### config.mk
export PLATFORM = sky130hd
export DESIGN_NAME = pc_fetch_unit
export DESIGN_NICKNAME = d
export VERILOG_FILES = /design/src/rtl/pc_fetch_unit.sv
export SDC_FILE = /design/constraint.sdc
export NUM_CORES = 1
export LEC_CHECK = 0
export CAP_MARGIN = 25
export CELL_PAD_IN_SITES_DETAIL_PLACEMENT = 0
export CELL_PAD_IN_SITES_GLOBAL_PLACEMENT = 1
export CORE_ASPECT_RATIO = 1.75
export CORE_MARGIN = 2
export CORE_UTILIZATION = 32
export CTS_CLUSTER_SIZE = 20
export DETAILED_ROUTE_END_ITERATION = 7
export GPL_ROUTABILITY_DRIVEN = 0
export GPL_TIMING_DRIVEN = 0
export PLACE_DENSITY = 0.93
export SLEW_MARGIN = 20
export SYNTH_ARGS = -nofsm -noshare
export SYNTH_HDL_FRONTEND = slang
export SYNTH_SLANG_ARGS = --single-unit
### constraint.sdc
create_clock -name clk -period 4.9 [get_ports clk]
set_clock_uncertainty 0.15 [all_clocks]
set_input_delay 0.98 -clock clk [delete_from_list [all_inputs] [get_ports clk]]
set_output_delay 0.98 -clock clk [all_outputs]
set_load 0.02 [all_outputs]
### src/rtl/pc_fetch_unit.sv
// pc_fetch_unit
//   Program-counter and fetch sequencer for a 16-bit word-addressed core.
//   Each update cycle selects the next pc (jump > branch > sequential),
//   counts retired instructions with saturation, and stops in HALT when
//   the fetched word equals HALT_INSTR. Only reset leaves HALT.
//
// Ports
//   clk            in   1   rising-edge clock
//   reset          in   1   synchronous, active-high reset
//   en             in   1   advance enable (0 = stall)
//   branch         in   1   taken conditional branch
//   branch_offset  in  16   sign-extended word offset
//   jump           in   1   unconditional jump
//   jump_target    in  12   word-address field of the jump
//   instruction    in  16   word fetched at pc
//   pc             out 16   registered byte address (bit 0 always 0)
//   pc_plus2       out 16   pc + 2, modulo 2^16
//   state          out  2   RUN=00, STALL=01, HALT=10
//   halted         out  1   high exactly when state is HALT
//   instr_count    out 16   saturating retired-instruction count
module pc_fetch_unit #(
  parameter logic [15:0] RESET_PC   = 16'h0000,
  parameter logic [15:0] HALT_INSTR = 16'hF000
) (
  input  logic        clk,
  input  logic        reset,
  input  logic        en,
  input  logic        branch,
  input  logic [15:0] branch_offset,
  input  logic        jump,
  input  logic [11:0] jump_target,
  input  logic [15:0] instruction,
  output logic [15:0] pc,
  output logic [15:0] pc_plus2,
  output logic [1:0]  state,
  output logic        halted,
  output logic [15:0] instr_count
);

  typedef enum logic [1:0] {
    RUN   = 2'b00,
    STALL = 2'b01,
    HALT  = 2'b10
  } state_t;

  state_t state_q;

  logic signed [15:0] offset_s;
  logic signed [15:0] offset_bytes;
  logic        [15:0] branch_pc;
  logic        [15:0] jump_pc;
  logic        [15:0] next_pc;

  function automatic logic [15:0] sat_inc(input logic [15:0] value);
    if (value == 16'hFFFF) begin
      return value;
    end
    return value + 16'd1;
  endfunction

  assign pc_plus2 = pc + 16'd2;

  // Word offset becomes a byte offset; the shift keeps bit 0 clear so the
  // branch target stays halfword aligned, and the add wraps silently.
  assign offset_s     = branch_offset;
  assign offset_bytes = offset_s <<< 1;
  assign branch_pc    = pc_plus2 + $unsigned(offset_bytes);

  // Jump keeps the 8 KiB region of the sequential successor.
  assign jump_pc = {pc_plus2[15:13], jump_target, 1'b0};

  always_comb begin
    next_pc = pc_plus2;
    if (jump) begin
      next_pc = jump_pc;
    end else if (branch) begin
      next_pc = branch_pc;
    end
  end

  always_ff @(posedge clk) begin
    if (reset) begin
      pc          <= {RESET_PC[15:1], 1'b0};
      instr_count <= 16'd0;
      state_q     <= RUN;
      halted      <= 1'b0;
    end else begin
      case (state_q)
        RUN, STALL: begin
          if (en) begin
            if (instruction == HALT_INSTR) begin
              state_q <= HALT;
              halted  <= 1'b1;
            end else begin
              pc          <= next_pc;
              instr_count <= sat_inc(instr_count);
              state_q     <= RUN;
            end
          end else begin
            state_q <= STALL;
          end
        end
        // HALT ignores every input so X on them cannot leak into outputs.
        default: begin
          state_q <= state_q;
        end
      endcase
    end
  end

  assign state = state_q;

endmodule

-- Word-level counts from Yosys, hierarchy flattened
Cells that the tools add are included.
- word-level logic and storage cells: 27
- bits of input ports: 49
- output and inout port bits: 51
- register bits after elaboration: 35
- mux-type cells: 10
- bitwise gates (word level): 1
- equality and inequality tests: 4
- add/subtract/negate cells: 3
- reductions and logical operators: 5
- operators by type and width (operator ; count):
    two-way mux 16 bit ; 3
    == test 16 bit, second input constant ; 2
    adder 16 x 1 -> 16 bit, second input constant ; 1
    adder 16 bit ; 1
    adder 16 x 2 -> 16 bit, second input constant ; 1
    AND reduction 3 bit ; 2
    two-way mux 1 bit ; 5
    two-way mux 2 bit ; 2
    AND reduction 4 bit ; 1
    == test 2 x 1 -> 1 bit, second input constant ; 1
    logical NOT 2 bit ; 1
    != test 2 bit, second input constant ; 1
    OR reduction 2 bit ; 1
    inverter 1 bit ; 1

-- Depth between registers and ports, before layout
- depth in word-level cells: 8
- depth in mapped cells: 13
- depth with buffers taken out: 13

-- Worst setup path after synthesis
OpenSTA, ideal clock, no wires.
- path type: flip-flop to flip-flop
- start: reg pc[3]
- end: reg pc[15]
- stages on the path, launching flop included: 13
- setup slack: 790 ps
- required time: 4629 ps
- library setup time: 121 ps
- data arrival time: 3839 ps
- path buffers: 1
- period minus slack after synthesis: 4110 ps
- cells stage by stage: dfxtp_1 -> nand4_1 -> or2_2 -> clkbuf_1 -> nor2_1 -> xor2_1 -> ha_1 -> and3_1 -> a221oi_1 -> a211oi_1 -> o41a_1 -> a31oi_1 -> mux2_2
- word-level cells in the longest chain between the ends: 4
- RTL lines (element ; line ; RTL):
    start: declaration ; 33 ; output logic [15:0] pc,
    start signal: assignment ; 83 ; pc <= {RESET_PC[15:1], 1'b0};
    start signal: assignment ; 95 ; pc <= next_pc;
    adder 16 x 2 -> 16 bit ; 61 ; assign pc_plus2 = pc + 16'd2;
    via pc_plus2[10] ; 34 ; output logic [15:0] pc_plus2,
    adder 16 bit ; 67 ; assign branch_pc = pc_plus2 + $unsigned(offset_bytes);
    two-way mux 16 bit ; 76 ; end else if (branch) begin
    two-way mux 16 bit ; 74 ; if (jump) begin
The timed path passes the listed nets, and every way through them passes these cells.
A chain may end at the register's enable or synchronous reset.

-- Worst setup path in the final report
- start: reg pc[3]
- end: reg pc[15]
- word-level cells in the longest chain between the ends: 4
- RTL lines (element ; line):
    adder 16 x 2 -> 16 bit (*) ; 61
    adder 16 bit ; 67
    two-way mux 16 bit ; 76
    two-way mux 16 bit (*) ; 74
Every way passes the cells marked *; elsewhere a longest branch is shown, timed or not.

==> key figures <==
Outcome
  • Status: completed

Clock tree
  • Clock Path Buffers: 2
  • Worst-path clk slew: 0.06 ns
  • CTS Sinks: 34
  • Worst skew pair latency: 0.28 ns
  • Quantity of gates resized following cts: 0
  • # hold bufs at CTS: 0
  • CTS root buf: clkbuf_16
  • Post-CTS Setup Bufs: 0
  • CTS Buf Count: 5
  • Htree depth: 2
  • CTS tree: done

Setup path
  • Reg2Reg Depth: 12
  • CP arrival: 4.23 ns
  • CP endpoint kind: flip-flop
  • Critical path class: flip-flop to flip-flop
  • Crit path launch type: flip-flop
  • R2r endpoint: pc[15]
  • Max FO, Critical Path: 7
  • Reg2Reg Setup Slack: 0.69 ns
  • Setup crit end: pc[15]
  • CP required: 4.92 ns
  • CP Launch Point: pc[3]
  • Reg-to-Reg Start: pc[3]

Logic synthesis
  • Top cell type's share of synthesized area: 0.256
  • Ys Warns: 0
  • Synth Area in Adders: 0.0969
  • Mux contribution to synthesized area: 0.0155
  • Sequential area share after synthesis: 0.256
  • Area leader, netlist: dfxtp_1
  • Synth top area cells: dfxtp_1 26%, ha_1 8.9%, xor2_1 5.3%
  • Asr flop ratio synth: 0
  • XOR/XNOR Fraction of Synth Area: 0.0955
  • Largest family of logic cells by synthesized area: simple AND/OR/NAND/NOR gates
  • Compound-Gate Fraction of Synth Area: 0.222
  • Area share of and/or/nand/nor cells after synthesis: 0.273
  • Seq cells post-synth: 34
  • Mean Syn Cell Area: 7.75 um^2
  • Post-Syn Area: 2660 um^2
  • Yosys cell types: 52
  • Cells after synthesis: 343
  • Post-synth EDFFs: 0
  • Top FF cell, synth: dfxtp_1

Pwr
  • Power Total: 904 uW
  • Pwr dens: 234 nW/um^2
  • Combinational Power Share: 0.305
  • Internal: 624 uW
  • Sw Ratio: 0.310
  • Maximum vdd drop: 209 uV
  • Clock share of power: 0.355
  • Leakage Power: 0.00150 uW
  • Net Sw Power: 280 uW
  • Sequential power share: 0.340

Floorplan
  • Die width: 72.9 um
  • Die ar.: 9080 um^2
  • I/O pins: 100
  • Num rows: 44
  • Die span in y: 125 um
  • Core ar.: 8200 um^2
  • Initial cell density of the core: 0.324

Timing
  • Achievable Freq: 0.238 GHz
  • Worst Max-Slew Pin Slew: 0.619 ns
  • Rel. slew slack: 0.586
  • RSZ-0062 raised after global routing: no
  • Max Slew Vio Count: 0
  • TNS Setup: 0 ns
  • Fin crit period: 4.21 ns
  • Endpoints failing hold: 0
  • Number of setup violations in the final report: 0
  • Final period util: 0.859

GRT
  • Antenna violations before repair: 0
  • GR Util All Layers: 0.182
  • Vias in the first global route: 2,736
  • Remaining Overflow, GRT: 0
  • First-pass GRT wire length: 13,100 um
  • Largest net degree at the start of global routing: 12

Drt
  • Routed len/inst: 15.5 um
  • DR iter-0 viols: 136
  • Via count: 2,887
  • Drc violations: 0
  • Initial DRT Pass Iterations: 4
  • Routed vias/inst: 5.37
  • Detailed Route WL: 8310 um
  • DRT antenna net count: 0

Layout
  • Filler cells: 802
  • Final Cell Area: 3870 um^2
  • Area growth syn-to-layout: 45.6%
  • Share of layout cells above drive strength 1: 0.0426
  • Nets: 514
  • Post-layout util: 0.472
  • ANT cells: 0

Placed design
  • Placed standard-cell area: 3720 um^2
  • Dpl hpwl: 6680 um
  • Buffers added on ports: 94

Flow run
  • Max Cap Violations: 0

Worst hold path
  • Hold Path Class: flip-flop to flip-flop
## logic make-up after synthesis
kind of cell	count (synthesis)
simple gates	141
other cells	1
mux	4
fa+ha+maj	20
xor+xnor	29
compound gates	88
flops	34
buf+inv	26
## critical path, stage by stage, from the launching register on
cell and delay [ns]:
dfxtp_1 0.47, nand4_1 0.29, or2_2 0.38, clkbuf_1 0.16, nor2_1 0.15, xor2_1 0.26, ha_1 0.34, and3_1 0.24
a221oi_1 0.50, a211oi_1 0.24, o41a_1 0.42, a31oi_1 0.16, mux2_2 0.35
## power groups by stage
stage	Clock [uW]	Combinational (uW)	Sequential (uW)
2_1_floorplan	0	144	322
3_3_place_gp	0	271	313
3_5_place_dp	0	274	313
4_1_cts	326	276	307
5_1_grt	339	299	309
6_report	321	276	307
## area by class of cell
class                           instances  area (um^2)  area share
Buffer                                 13         56.3      0.0145
Clock buffer                            6          139      0.0359
Clock inverter                          2         12.5     0.00323
Inverter                               13         48.8      0.0126
Multi-Input combinational cell        284         1880       0.485
Sequential cell                        34          681       0.176
Tap cell                               92          115      0.0297
Timing Repair Buffer                   94          941       0.243
## state kept, by name, summed over array words and instances (netlist names)
name / cells
pc: 15
halted: 1
state: 2
instr_count: 16
## per-layer routing
| metal | routed length [um] | share of wire | vias to the layer above | GRT usage |
|---|---|---|---|---|
| met5 | 0 | 0 | - | 0 |
| met4 | 161 | 0.019 | 0 | 0.0632 |
| met3 | 438 | 0.053 | 13 | 0.0348 |
| met2 | 4660 | 0.56 | 100 | 0.351 |
| met1 | 3060 | 0.37 | 1331 | 0.185 |
| li1 | - | - | 1443 | - |
## stage by stage
step | hold WS [ns] | setup WS (ns) | std cells
final | 0.346 | 0.693 | 538
after CTS | 0.351 | 0.670 | 538
after floorplan | 0.408 | 0.790 | 344
after global placement | 0.297 | 0.676 | 530
after detailed placement | 0.340 | 0.709 | 530
after global routing | 0.369 | 0.407 | 538
## worst min path at each step
stage,from,to,slack [ns],depth (start not counted)
5_1_grt,pc[11],pc[11],0.37,2
6_report,pc[11],pc[11],0.35,2
3_3_place_gp,halted,halted,0.30,2
2_1_floorplan,pc[11],pc[11],0.41,2
3_5_place_dp,pc[11],pc[11],0.34,2
4_1_cts,pc[11],pc[11],0.35,2
## synthesized netlist by cell type, drive strengths merged, types with 3 or more instances
master and number:
inv 13, nand2b 3, xnor2 13, mux2i 3
o21ai 20, o21a 5, nor3b 3, nor3 11
nand3 12, or3 6, nor2b 5, a21oi 24
o211ai 8, ha 19, buf 3, and3 9
clkbuf 10, a211oi 5, nand2 31, and2 3
dfxtp 34, nor2 37, a21o 7, a31oi 4
xor2 16, nand4 8, nor4 4
## cells in the final DEF (no fill, tap or decap), types with 4 or more instances in the layout
master	instances
o21a_1	5
o21ai_0	20
a21oi_1	23
nand4_1	8
o211ai_1	8
xnor2_1	13
and3_1	9
nor2b_1	5
nor3_1	11
or3_1	6
a211oi_1	5
xor2_1	16
clkbuf_16	5
nand2_1	31
clkdlybuf4s50_1	94
dfxtp_1	34
nand3_1	12
a21o_1	7
ha_1	19
clkbuf_1	10
a31oi_1	4
nor2_1	36
inv_1	13
Power figures use the tool's default switching activity.
